<file path="config.mk">
export PLATFORM = sky130hd
export DESIGN_NAME = msk_unshare_seq_flat
export DESIGN_NICKNAME = d
export VERILOG_FILES = /design/src/rtl/msk_unshare_seq_if.sv /design/src/rtl/msk_unshare_seq.sv /design/src/flat_wrapper.sv
export SDC_FILE = /design/constraint.sdc
export NUM_CORES = 1
export LEC_CHECK = 0
export CORE_AREA = 2 2 39 41
export CTS_CLUSTER_SIZE = 8
export DETAILED_ROUTE_END_ITERATION = 6
export DIE_AREA = 0 0 41 43
export SETUP_SLACK_MARGIN = 0.3
export SLEW_MARGIN = 40
export SYNTH_ARGS = -nofsm -noshare
export SYNTH_HDL_FRONTEND = slang
export SYNTH_SLANG_ARGS = --single-unit
</file>
<file path="constraint.sdc">
create_clock -name clk -period 2.25 [get_ports clk]
set_input_delay 0.45 -clock clk [delete_from_list [all_inputs] [get_ports clk]]
set_output_delay 0.45 -clock clk [all_outputs]
set_load 0.01 [all_outputs]
</file>
<file path="src/rtl/msk_unshare_seq_if.sv">
// Handshake bundle for the share-recombination unit: sharing in, plain value out.
interface msk_unshare_seq_if #(
  parameter int unsigned D     = 2,
  parameter int unsigned COUNT = 1
);
  logic                 in_valid;
  logic                 in_ready;
  logic [COUNT*D-1:0]   in_shares;
  logic                 out_valid;
  logic                 out_ready;
  logic [COUNT-1:0]     out_data;

  // Producer/consumer side (drives the sharing, accepts the plain value)
  modport master (
    output in_valid, in_shares, out_ready,
    input  in_ready, out_valid, out_data
  );

  // Unit side
  modport slave (
    input  in_valid, in_shares, out_ready,
    output in_ready, out_valid, out_data
  );
endinterface

</file>
<file path="src/rtl/msk_unshare_seq.sv">
// Serial unmasking unit: folds one Boolean share per cycle into the plain value,
// so no two shares of a bit ever meet in the same combinational cone.
module msk_unshare_seq #(
  parameter int unsigned D     = 2,
  parameter int unsigned COUNT = 1
) (
  input  logic              clk,
  input  logic              syn_rst_n,
  msk_unshare_seq_if.slave  bus,
  output logic              busy
);

  localparam int unsigned W  = COUNT * D;
  localparam int unsigned CW = (D > 1) ? $clog2(D) : 1;
  localparam int unsigned NL = 1 << CW;

  typedef enum logic [1:0] {
    S_IDLE = 2'd0,
    S_ACC  = 2'd1,
    S_OUT  = 2'd2
  } state_t;

  state_t           r_state;
  logic [W-1:0]     r_share;
  logic [COUNT-1:0] r_acc;
  logic [CW-1:0]    r_cnt;
  logic             r_in_ready;
  logic             r_out_valid;
  logic             r_busy;

  // Share j of every bit, de-interleaved from the stored sharing; unused slots read 0
  logic [COUNT-1:0] w_lane [NL];
  logic [COUNT-1:0] w_in_lane0;

  for (genvar j = 0; j < D; j++) begin : g_lane
    for (genvar i = 0; i < COUNT; i++) begin : g_bit
      assign w_lane[j][i] = r_share[i*D + j];
    end
  end

  for (genvar j = D; j < NL; j++) begin : g_pad
    assign w_lane[j] = '0;
  end

  for (genvar i = 0; i < COUNT; i++) begin : g_in0
    assign w_in_lane0[i] = bus.in_shares[i*D];
  end

  // Control FSM and datapath; every output flag is a register updated with the state
  always_ff @(posedge clk) begin
    if (!syn_rst_n) begin
      r_state     <= S_IDLE;
      r_share     <= '0;
      r_acc       <= '0;
      r_cnt       <= '0;
      r_in_ready  <= 1'b1;
      r_out_valid <= 1'b0;
      r_busy      <= 1'b0;
    end else begin
      unique case (r_state)
        S_IDLE: begin
          if (bus.in_valid) begin
            // With a single share the accumulator already holds the whole value,
            // so nothing is kept in the share register.
            r_share    <= (D > 1) ? bus.in_shares : '0;
            r_acc      <= w_in_lane0;
            r_cnt      <= (D > 1) ? CW'(1) : '0;
            r_in_ready <= 1'b0;
            r_busy     <= 1'b1;
            if (D > 1) begin
              r_state <= S_ACC;
            end else begin
              r_state     <= S_OUT;
              r_out_valid <= 1'b1;
            end
          end
        end
        S_ACC: begin
          r_acc <= r_acc ^ w_lane[r_cnt];
          if (r_cnt == CW'(D - 1)) begin
            r_state     <= S_OUT;
            r_share     <= '0;
            r_cnt       <= '0;
            r_out_valid <= 1'b1;
          end else begin
            r_cnt <= r_cnt + CW'(1);
          end
        end
        S_OUT: begin
          if (bus.out_ready) begin
            r_state     <= S_IDLE;
            r_acc       <= '0;
            r_share     <= '0;
            r_out_valid <= 1'b0;
            r_in_ready  <= 1'b1;
            r_busy      <= 1'b0;
          end
        end
        default: begin
          r_state     <= S_IDLE;
          r_share     <= '0;
          r_acc       <= '0;
          r_cnt       <= '0;
          r_in_ready  <= 1'b1;
          r_out_valid <= 1'b0;
          r_busy      <= 1'b0;
        end
      endcase
    end
  end

  // Plain data only leaves the unit while the FSM is presenting it
  assign bus.out_data  = (r_state == S_OUT) ? r_acc : '0;
  assign bus.in_ready  = r_in_ready;
  assign bus.out_valid = r_out_valid;
  assign busy          = r_busy;

endmodule

</file>
<file path="src/flat_wrapper.sv">
// flat-port wrapper written by rule: the top's interface ports become plain ports
module msk_unshare_seq_flat 
#(
  parameter int unsigned D     = 2,
  parameter int unsigned COUNT = 1
)
  (clk, syn_rst_n, busy, bus_in_valid, bus_in_shares, bus_out_ready, bus_in_ready, bus_out_valid, bus_out_data);
  msk_unshare_seq_if #(.D(D), .COUNT(COUNT)) bus_i ();
  input  logic clk;
  input  logic syn_rst_n;
  output logic busy;
  input wire logic [$bits(bus_i.in_valid)-1:0] bus_in_valid;
  input wire logic [$bits(bus_i.in_shares)-1:0] bus_in_shares;
  input wire logic [$bits(bus_i.out_ready)-1:0] bus_out_ready;
  output wire logic [$bits(bus_i.in_ready)-1:0] bus_in_ready;
  output wire logic [$bits(bus_i.out_valid)-1:0] bus_out_valid;
  output wire logic [$bits(bus_i.out_data)-1:0] bus_out_data;
  assign bus_i.in_valid = bus_in_valid;
  assign bus_i.in_shares = bus_in_shares;
  assign bus_i.out_ready = bus_out_ready;
  assign bus_in_ready = bus_i.in_ready;
  assign bus_out_valid = bus_i.out_valid;
  assign bus_out_data = bus_i.out_data;
  msk_unshare_seq #(.D(D), .COUNT(COUNT)) u_core (.clk(clk), .syn_rst_n(syn_rst_n), .bus(bus_i), .busy(busy));
endmodule
</file>
Word-level counts from Yosys, hierarchy flattened
Index checks and enable logic that the tools add are counted.

Memory bits (read-only): 0. RAM bits: 0. Memories: 0. Input bits: 6. Word-level logic and storage cells: 48. Bits in latches: 0. Output and inout bits: 4. Bits in registers: 9.

Equality and inequality tests: 5. $mul: 0. Bitwise operators: 5. Shift operators: 0. Reductions and logical operators: 6. Divide/modulo/power cells: 0. Add/sub/neg operators: 1. Muxes and demuxes: 23. Magnitude comparators: 1.

Operator list (number): $pmux 1 s3 (5); $pmux 2 s3 (2); $mux 1 (11); $mux 2 (5); $reduce_and 3->1 (3); $ne 2x2->1 const B (2); $reduce_and 2->1 (2); $not 1->1 (3); $eq 2x1->1 const B (1); $eq 2x2->1 const B (1); $ge 2x2->1 const B (1); $logic_not 2->1 (1); $ne 2x1->1 const B (1); $not 1->2 (1); $add 1x1->1 const B (1); $xor 1x1->1 (1).

Longest topological paths before layout
Gate-level depths: netlist (run 1).

Depth after elaboration: 6. Gate-level depth with buffers: 4. Gate-level depth less buffers: 3.

Worst setup path after synthesis (run 1)
No wires, ideal clock.

Path type: reg-to-output. Start point: register u_core.r_state[0]. End point: output bus_out_data. Arrival time: 0.790 ns. Path slack: 1.010 ns. Stages on the path, launching flop included: 4. Cell sequence: dfxtp_1 -> clkbuf_8 -> inv_1 -> and3_1.

Word-level cells in the longest chain between the ends: 2.

Ends and longest elaborated chain: from (decl) (line msk_unshare_seq.sv:23) `state_t r_state;`; from (signal assigned) (line msk_unshare_seq.sv:52) `r_state <= S_IDLE;`; from (signal assigned) (line msk_unshare_seq.sv:71) `r_state <= S_ACC;`; from (signal assigned) (line msk_unshare_seq.sv:73) `r_state <= S_OUT;`; $eq 2x2->1 (line msk_unshare_seq.sv:113) `assign bus.out_data = (r_state == S_OUT) ? r_acc : '0;`; $mux 1 (line msk_unshare_seq.sv:113); to (decl) (line flat_wrapper.sv:17) `output wire logic [$bits(bus_i.out_data)-1:0] bus_out_data;`.

Every way passes these cells.

Worst setup path in the final report (run 1)
Same ends and word-level chain as after synthesis.

==> impl_metrics.csv, run 1 <==
group,metric,value,unit
run_status,outcome,"complete, no violations",
critical_path,worst_setup_path_end_kind,"primary output",
synthesis,syn-num-nets,63,
clocking,ctsHtreeMaxLevel,1,
clocking,ctsHoldBuffers,0,
clocking,cts.path.max_buffers,2,
timing,finalMaxSlewViolations,0,
synthesis,synth_sequential_area_ratio,35.5,%
power,power.clock.fraction,31.8,%
route,drtPass1Iterations,4,
synthesis,post_synth.cell_area_avg,8.91,um2
power,combPwrFrac,22.9,%
grt,grt_pass1_wl,1.54,mm
route,drc,0,
critical_path,crit_path_start_kind,"flip-flop",
grt,grt.overflow.total,0,
clocking,total_cts_buffers,3,
flow_run,max_cap_violations,0,
die,die-area,1760,um2
critical_path,cp_data_arrival_time,1360,ps
die,rows,14,
power,design_power_total,0.415,mW
power,powerDensity,672,nW/um2
route,routed_via_density,5.05,
clocking,clk_pin_slew_worst_paths,60,ps
cells_and_area,number_of_filler_cells_placed_in_the_layout,141,
timing,worst_slew_margin_rel,75.9,%
synthesis,synth_top_cells_by_count,"sky130_fd_sc_hd__dfxtp_1 (9), sky130_fd_sc_hd__mux2i_1 (5), sky130_fd_sc_hd__nand2_1 (5)",
timing,worst-slew-pin-transition,360,ps
clocking,cts_tree,"done",
cells_and_area,layout-drive-gt1-share,11.8,%
cells_and_area,antenna-diode-count,0,
die,coreArea,1380,um2
route,vias,424,
grt,grt_max_degree,16,
timing,setup_viol,0,
power,vdd_ir_drop_max,245,uV
clocking,clock-sinks,9,
synthesis,async_reset_ff_share,0,%
timing,fmaxAchievable,554,MHz
critical_path,critical_path_required,1800,ps
timing,timing.final.hold_violations,0,
route,overall_routed_net_length,986,um
power,p_leak,0.247,nW
placement,routabilityCongestion,0.697,
power,power.net_switching,0.117,mW
power,p_int,0.297,mW
cells_and_area,multi_input_comb_area,274,um2
power,switching_share,28.3,%
die,die_h,43,um
placement,buffer_ports.inserted,9,
placement,post-dp-hpwl,681,um
die,starting_density_of_the_core,36.7,%
timing,fin_hold_ws,464,ps
synthesis,top_area_cells_in_the_synthesized_netlist,"sky130_fd_sc_hd__dfxtp_1 (35%), sky130_fd_sc_hd__mux2i_1 (9.9%), sky130_fd_sc_hd__nand2_1 (3.7%)",
timing,final_min_period_over_clock_period,80.3,%
grt,vias_in_the_first_global_route,331,
critical_path,worst-r2r-setup-slack,1020,ps
clocking,ctsResizeCount,0,
cells_and_area,ff_latch_area,180,um2
synthesis,synth-edff-count,0,
synthesis,synth-seq-cells,9,
min_path,hold_path_class,"reg -> reg",
synthesis,yosysUniqueCellTypes,29,
grt,antenna_found_initial,0,
placement,place_inst,80,
clocking,cts_setup_buffers,0,
synthesis,synth_instances,57,
critical_path,setup.worst_path.class,"reg -> out",
synthesis,synth.most_common_cell,"sky130_fd_sc_hd__dfxtp_1",
route,drtAntennaViolNets,0,
timing,period_needed,1810,ps
die,die-width,41,um
critical_path,crit_path_max_fanout,3,
power,power_frac_seq,45.3,%
synthesis,synth_top_cell_area_share,35.5,%
die,io-pin-count,10,
timing,worst_clock_skew,2.58,ps
synthesis,synthesized_cell_area,508,um2
cells_and_area,area_delta_synth_final,21.4,%
cells_and_area,fin_nets,75,
cells_and_area,fin_cells,84,
grt,gr-usage-all-layers,13.3,%
timing,rsz0062_at_grt,"false",
clocking,clkLatencyLatePin,270,ps
route,first_iter_violations,15,
synthesis,yosys_most_used_dff,"sky130_fd_sc_hd__dfxtp_1",
synthesis,synth_top_area_cell,"sky130_fd_sc_hd__dfxtp_1",
route,wl_per_cell,11.7,um
clocking,ctsRootBufferMaster,"sky130_fd_sc_hd__clkbuf_4",
timing,setup_total_negative_slack,0,ps
synthesis,ys_warn_count,0,
## through the flow
| stage | utilization [%] | setup slack (ps) | area, um2 |
|---|---|---|---|
| 3_5_place_dp | 42.7 | 618 | 591 |
| 4_1_cts | 44.6 | 439 | 617 |
| 3_3_place_gp | 42.7 | 638 | 591 |
| 6_report | 44.6 | 444 | 617 |
| 2_1_floorplan | - | 1010 | 508 |
| 5_1_grt | 44.6 | 411 | 617 |
## critical path, cell delays in order, from the launching register on
cell	delay (ps)
sky130_fd_sc_hd__dfxtp_1	310
sky130_fd_sc_hd__inv_1	90
sky130_fd_sc_hd__and3_1	160
sky130_fd_sc_hd__clkdlybuf4s50_1	530
## cells by family (layout without fill, tap and decap cells)
logic type,count (synthesis),after routing,share of synthesized area (%)
muxes,6,6,12.1
AOI/OAI and AO/OA,15,15,20.4
and+or+nand+nor,20,20,21.4
DFF,9,9,35.5
buffers and inverters,7,18,10.6
## state kept, by name (all words and copies together) (netlist names)
register              cells
u_core.bus.in_ready       1
u_core.bus.out_valid      1
u_core.busy               1
u_core.r_acc              1
u_core.r_cnt              1
u_core.r_share            2
u_core.r_state            2
## layer usage
layer  GRT usage (%)  share of wire [%]  vias up
li1                -                  -      223
met2            13.8                 41        7
met1            20.8                 50      189
met3            3.14                3.7        5
met4            12.0                4.7        0
met5               0                  0        -
## area by class of cell
cell class,count,area share [%]
multi-input cells,41,44.4
flip-flops and latches,9,29.2
repair buffers,11,17.0
clock buffers,4,4.26
well taps,16,3.25
inverters,3,1.83
## layout by cell type, fill, tap and decap left out
master / synthesis / final
sky130_fd_sc_hd__a21boi_0: 1 / 1
sky130_fd_sc_hd__a21oi_1: 3 / 3
sky130_fd_sc_hd__a2bb2oi_1: 2 / 2
sky130_fd_sc_hd__and2_1: 1 / 1
sky130_fd_sc_hd__and2b_2: 1 / 1
sky130_fd_sc_hd__and3_1: 2 / 2
sky130_fd_sc_hd__and3b_1: 1 / 1
sky130_fd_sc_hd__buf_4: 0 / 2
sky130_fd_sc_hd__clkbuf_1: 0 / 1
sky130_fd_sc_hd__clkbuf_4: 0 / 3
sky130_fd_sc_hd__clkdlybuf4s50_1: 0 / 9
sky130_fd_sc_hd__dfxtp_1: 9 / 9
sky130_fd_sc_hd__inv_1: 3 / 3
sky130_fd_sc_hd__mux2_2: 1 / 1
sky130_fd_sc_hd__mux2i_1: 5 / 5
sky130_fd_sc_hd__nand2_1: 5 / 5
sky130_fd_sc_hd__nand2b_2: 1 / 1
sky130_fd_sc_hd__nand3_1: 1 / 1
sky130_fd_sc_hd__nor2_1: 4 / 4
sky130_fd_sc_hd__nor3_1: 2 / 2
sky130_fd_sc_hd__o211a_1: 1 / 1
sky130_fd_sc_hd__o21a_1: 1 / 1
sky130_fd_sc_hd__o21ai_0: 3 / 3
sky130_fd_sc_hd__o221ai_1: 1 / 1
sky130_fd_sc_hd__o22ai_1: 1 / 1
sky130_fd_sc_hd__o2bb2ai_1: 1 / 1
sky130_fd_sc_hd__o31ai_1: 1 / 1
sky130_fd_sc_hd__or2_1: 1 / 1
sky130_fd_sc_hd__or3b_1: 1 / 1
## path summary, 6_finish.rpt
path                                         from           endpoint  depth (start not counted)
worst max-delay path            u_core.r_state[0]       bus_out_data                          3
worst min-delay path            u_core.r_share[0]  u_core.r_share[0]                          2
worst max register to register  u_core.r_state[1]       u_core.r_acc                          4
worst min register to register  u_core.r_share[0]  u_core.r_share[0]                          2
## power groups by stage
stage | combinational (mW) | sequential, mW | clock (mW)
floorplan | 0.0654 | 0.191 | 0
global placement | 0.0959 | 0.191 | 0
detailed placement | 0.0955 | 0.191 | 0
CTS | 0.0958 | 0.188 | 0.134
global route | 0.105 | 0.190 | 0.141
finish | 0.0950 | 0.188 | 0.132
No activity file was read; power rests on OpenSTA's default activity.
==> run 2: changes to the inputs <==
clock period = 1.8 ns   (was 2.25 ns; I/O delays follow)
==> run 2 against run 1 <==
Compared with the run above: flip-flop and latch count is the same; count of clock-buffer cells in the layout is the same; register-to-register slack lost 450 ps; non-clock buffer count is the same; first-iteration DRC count shrank 60%; clock power grew 20%; combinational power grew 21%; sequential share of layout area grew 0.20 points; routed wire length grew 2.1%; final cell count is the same; sequential power grew 25%; critical path type unchanged; critical endpoint unchanged; highest routed layer unchanged.
==> impl_metrics.csv, run 2 (synthesis results as in run 1) <==
group,metric,value,unit
run_status,outcome,"complete, no violations",
placement,place_ws,224,ps
critical_path,path_delay_family,"buffers and inverters",
critical_path,rr_endpoint,"u_core.r_acc",
clocking,clkLatencyLatePin,260,ps
timing,setup_viol,0,
critical_path,worst_r2r_path_depth,4,
cells_and_area,layout-drive-gt1-share,13.2,%
die,io-pin-count,10,
die,die_h,43,um
route,drc,0,
timing,setup_slack,372,ps
route,first_iter_violations,6,
critical_path,ordered_cell_list_for_the_critical_path,"inv_1 -> and3_1 -> dlygate4sd2_1",
die,coreArea,1380,um2
grt,grt_pass1_wl,1.70,mm
timing,finalMaxSlewViolations,0,
cells_and_area,most-common-layout-cells,"sky130_fd_sc_hd__dfxtp_1 (8), sky130_fd_sc_hd__mux2i_1 (5), sky130_fd_sc_hd__nand2_1 (5), sky130_fd_sc_hd__clkdlybuf4s50_1 (5), sky130_fd_sc_hd__nor2_1 (4)",
timing,worst-slew-pin-transition,327,ps
placement,routabilityCongestion,0.655,
critical_path,timing.critical_path.depth,3,
critical_path,worst_setup_path_startpoint,"u_core.r_state[0]",
die,rows,14,
cells_and_area,area_delta_synth_final,21.4,%
route,wl_per_cell,12.0,um
critical_path,critPathSlowestCell,"sky130_fd_sc_hd__dfxtp_2",
critical_path,crit_path_max_fanout,3,
critical_path,cp_num_buf_inv,2,
power,design_power_total,0.507,mW
power,vdd_ir_drop_max,392,uV
route,drtPass1Iterations,3,
clocking,cts_tree,"done",
grt,globalRouteMet3Util,4.71,%
route,vias,424,
critical_path,setup.worst_path.class,"reg -> out",
grt,grt.overflow.total,0,
critical_path,crit_path_start_kind,"flip-flop",
timing,worst_clock_skew,2.15,ps
flow_run,max_cap_violations,0,
critical_path,cp_data_arrival_time,1070,ps
critical_path,worst-r2r-setup-slack,570,ps
power,powerDensity,822,nW/um2
grt,grt_max_degree,16,
grt,grt_most_used_layer,"met1",
timing,worst_slew_margin_rel,78.1,%
critical_path,worst_setup_path_end_kind,"primary output",
cells_and_area,antenna-diode-count,0,
timing,fmaxAchievable,700,MHz
clocking,cts.path.max_buffers,2,
cells_and_area,largest_registers,"u_core.r_share x2, u_core.r_state x2",
clocking,clock-sinks,9,
critical_path,regToRegStartpoint,"u_core.r_state[1]",
critical_path,worst_setup_path_endpoint,"bus_out_data",
route,routed_via_density,5.05,
timing,rsz0062_at_grt,"false",
clocking,ctsRootBufferMaster,"sky130_fd_sc_hd__clkbuf_4",
timing,timing.final.hold_violations,0,
grt,global_routing_usage_on_met2,18.8,%
cells_and_area,fin_nets,75,
grt,gr-usage-all-layers,14.4,%
grt,antenna_found_initial,0,
timing,final_min_period_over_clock_period,79.3,%
min_path,hold_path_class,"reg -> reg",
die,starting_density_of_the_core,36.7,%
grt,vias_in_the_first_global_route,399,
timing,period_needed,1430,ps
cells_and_area,layout.cells.most_common,"sky130_fd_sc_hd__dfxtp_1",
route,drtAntennaViolNets,0,
clocking,clk_pin_slew_worst_paths,60,ps
route,overall_routed_net_length,1.01,mm
grt,grt_util_met1,20.1,%
placement,buffer_ports.inserted,9,
die,die-area,1760,um2
die,die-width,41,um
critical_path,critical_path_required,1440,ps
clocking,total_cts_buffers,3,
clocking,ctsHtreeMaxLevel,1,
placement,post-dp-hpwl,716,um
power,p_leak,0.269,nW
critical_path,critical_path.max_stage_delay,320,ps
timing,setup_total_negative_slack,0,ps
==> run 2: cell types whose count changed in the layout (fill, tap and decap cells not counted), sizes merged <==
cell	before	now
clkdlybuf4s50	9	5
dlygate4sd2	0	3
dlymetal6s2s	0	1
==> run 2: repair_timing <==
action | CTS | global route
hold buffers | 0 | 0
gates resized for setup | 3 | 2
gates cloned | 0 | 0
setup buffers | 0 | 0
endpoints found under the setup margin | 3 | 2
==> run 2: power by group <==
part           switching [mW]  internal (mW)  leakage (nW)
logic                  0.0521         0.0625         0.179
clock network          0.0721         0.0855        0.0150
registers              0.0154          0.219        0.0748
==> run 2: worst reg2reg max path, stage by stage, from the launching register on <==
cell and delay (ps):
sky130_fd_sc_hd__dfxtp_1 320, sky130_fd_sc_hd__buf_4 190, sky130_fd_sc_hd__mux2_2 360, sky130_fd_sc_hd__o21ai_0 150, sky130_fd_sc_hd__o22ai_1 90
==> run 2: worst min path at each step <==
stage	cells after the start	slack, ps	endpoint	from
floorplan	2	430	u_core.r_share[0]	u_core.r_share[0]
global placement	2	460	u_core.r_share[0]	u_core.r_share[0]
detailed placement	2	470	u_core.r_share[0]	u_core.r_share[0]
CTS	2	480	u_core.r_share[0]	u_core.r_share[0]
global route	2	510	u_core.r_acc	u_core.r_acc
finish	2	470	u_core.r_share[0]	u_core.r_share[0]
==> run 2: final cells by class <==
class,count,area (um2)
multi-input combinational,41,274
sequential,9,181
fill,142,767
inverter,3,11.3
clock buffer,4,26.3
tap,16,20.0
timing repair buffer,11,104
==> run 2: through the flow <==
step | instance area [um2] | util [%] | std cells | hold slack (ps)
2_1_floorplan | 508 | - | 57 | 434
3_3_place_gp | 591 | 42.7 | 80 | 456
3_5_place_dp | 591 | 42.7 | 80 | 467
4_1_cts | 613 | 44.3 | 84 | 476
5_1_grt | 617 | 44.6 | 84 | 513
6_report | 617 | 44.6 | 84 | 475
==> run 2: routing by layer <==
| metal | routed length (um) | part of all wire, % |
|---|---|---|
| met5 | 0 | 0 |
| met2 | 436 | 43 |
| met3 | 33 | 3.3 |
| met1 | 524 | 52 |
| met4 | 12 | 1.2 |
==> run 3: changes to the inputs <==
clock period = 1.3 ns   (was 1.8 ns; I/O delays follow)
==> run 3 against run 2 <==
Compared with the run above: utilization is 16 points higher; routed wire length grew 33%; largest power group unchanged; sequential power is 44% higher; critical path depth grew 1; non-clock buffer count rose by 15; critical endpoint is now u_core.r_acc; clock skew is 1.4 ps higher; clock power increased by 44%; combinational power rose by 130%; power increased by 65%; critical path type is now reg -> reg.
==> impl_metrics.csv, run 3 (synthesis results as in run 1) <==
group,metric,value,unit
die,die-width,41,um
critical_path,critPathSlowestCell,"sky130_fd_sc_hd__or3b_1",
die,coreArea,1380,um2
route,wl_per_cell,13.5,um
min_path,hold_path_class,"in -> reg",
cells_and_area,layout.cells.most_common,"sky130_fd_sc_hd__buf_4",
timing,setup_slack,132,ps
cells_and_area,fin_cells,99,
timing,period_needed,1170,ps
die,starting_density_of_the_core,36.7,%
cells_and_area,antenna-diode-count,0,
route,drtAntennaViolNets,0,
clocking,clock-sinks,9,
grt,antenna_found_initial,0,
placement,post-dp-hpwl,725,um
die,die_h,43,um
grt,vias_in_the_first_global_route,506,
timing,timing.final.hold_violations,0,
clocking,clk_pin_slew_worst_paths,70,ps
timing,worst_clock_skew,3.51,ps
critical_path,worst_setup_path_end_kind,"flip-flop",
min_path,hold_path.startpoint,"bus_out_ready",
critical_path,worst_setup_path_startpoint,"u_core.r_state[1]",
grt,grt_max_degree,12,
clocking,ctsHoldBuffers,0,
cells_and_area,layout-drive-gt1-share,56.6,%
placement,routabilityCongestion,0.654,
critical_path,critical_path_required,1490,ps
critical_path,crit_path_max_fanout,5,
route,routed_via_density,5.07,
power,p_leak,0.377,nW
route,vias,502,
power,design_power_total,0.834,mW
critical_path,setup.worst_path.class,"reg -> reg",
cells_and_area,most-common-layout-cells,"sky130_fd_sc_hd__buf_4 (11), sky130_fd_sc_hd__buf_6 (7), sky130_fd_sc_hd__dfxtp_2 (6), sky130_fd_sc_hd__mux2i_1 (5), sky130_fd_sc_hd__nand2_1 (4)",
flow_run,max_cap_violations,0,
run_status,outcome,"complete, no violations",
clocking,clkLatencyLatePin,270,ps
placement,place_ws,-141,ps
critical_path,cp_data_arrival_time,1360,ps
timing,fin_hold_ws,438,ps
timing,setup_viol,0,
cells_and_area,area_delta_synth_final,65.5,%
timing,worst-slew-pin-transition,278,ps
critical_path,crit_path_start_kind,"flip-flop",
placement,place_inst,85,
critical_path,regToRegStartpoint,"u_core.r_state[1]",
timing,worst_slew_margin_rel,81.5,%
grt,grt.overflow.total,0,
grt,grt_pass1_wl,2.19,mm
route,first_iter_violations,4,
die,rows,14,
critical_path,critical_path.max_stage_delay,370,ps
power,vdd_ir_drop_max,548,uV
clocking,cts.path.max_buffers,2,
critical_path,ordered_cell_list_for_the_critical_path,"buf_6 -> or3b_1 -> a2bb2oi_1 -> o22ai_1",
grt,gr-usage-all-layers,19.0,%
timing,final_min_period_over_clock_period,89.8,%
timing,setup_total_negative_slack,0,ps
clocking,total_cts_buffers,3,
timing,rsz0062_at_grt,"true",
cells_and_area,fin_nets,90,
power,powerDensity,992,nW/um2
timing,fmaxAchievable,856,MHz
timing,finalMaxSlewViolations,0,
cells_and_area,largest_registers,"u_core.r_share x2, u_core.r_state x2",
route,overall_routed_net_length,1.34,mm
placement,buffer_ports.inserted,9,
critical_path,cp_num_buf_inv,1,
critical_path,path_delay_family,"simple AND/OR/NAND/NOR gates",
die,io-pin-count,10,
die,die-area,1760,um2
clocking,ctsHtreeMaxLevel,1,
route,drtPass1Iterations,4,
clocking,cts_tree,"done",
clocking,ctsRootBufferMaster,"sky130_fd_sc_hd__clkbuf_4",
route,drc,0,
-- run 3: per-layer routing --
layer  wire, um  GRT usage [%]  part of all wire (%)
met1        571           22.8                    43
met2        712           28.4                    53
met3         45           4.71                   3.4
met4         11           12.0                  0.82
met5          0              0                     0
-- run 3: worst register-to-register path, cell delays in order, from the launching register on --
cell,delay [ps]
sky130_fd_sc_hd__dfxtp_2,320
sky130_fd_sc_hd__buf_6,120
sky130_fd_sc_hd__or3b_1,370
sky130_fd_sc_hd__a2bb2oi_1,140
sky130_fd_sc_hd__o22ai_1,150
-- run 3: layout make-up --
cell class | instances | area, um2
Clock buffer | 4 | 26.3
Timing Repair Buffer | 26 | 243
Fill cell | 121 | 543
Inverter | 3 | 11.3
Sequential cell | 9 | 188
Multi-Input combinational cell | 41 | 353
Tap cell | 16 | 20.0
-- run 3: final timing paths --
path / cells after the start / slack, ps / endpoint
min: 4 / 440 / u_core.r_state[1]
max reg2reg: 4 / 130 / u_core.r_acc
max: 4 / 130 / u_core.r_acc
min reg2reg: 2 / 470 / u_core.r_share[0]
-- run 3: report_power, final --
part	leakage (nW)	internal (mW)	switching, mW	total, mW
clock network	0.0150	0.119	0.108	0.227
logic	0.286	0.159	0.110	0.270
registers	0.0759	0.307	0.0305	0.338
total	0.377	0.585	0.249	0.834
-- run 3: repair_timing --
action,CTS,global route
pin swaps,11,7
resized for setup,35,16
endpoints found under the setup margin,12,13
buffers inserted,8,2
-- run 3: per-stage QoR --
| stage | util, % | instance area (um2) |
|---|---|---|
| 2_1_floorplan | - | 519 |
| 3_3_place_gp | 45.6 | 631 |
| 5_1_grt | 60.8 | 841 |
| 6_report | 60.8 | 841 |
| 4_1_cts | 54.9 | 759 |
| 3_5_place_dp | 45.6 | 631 |
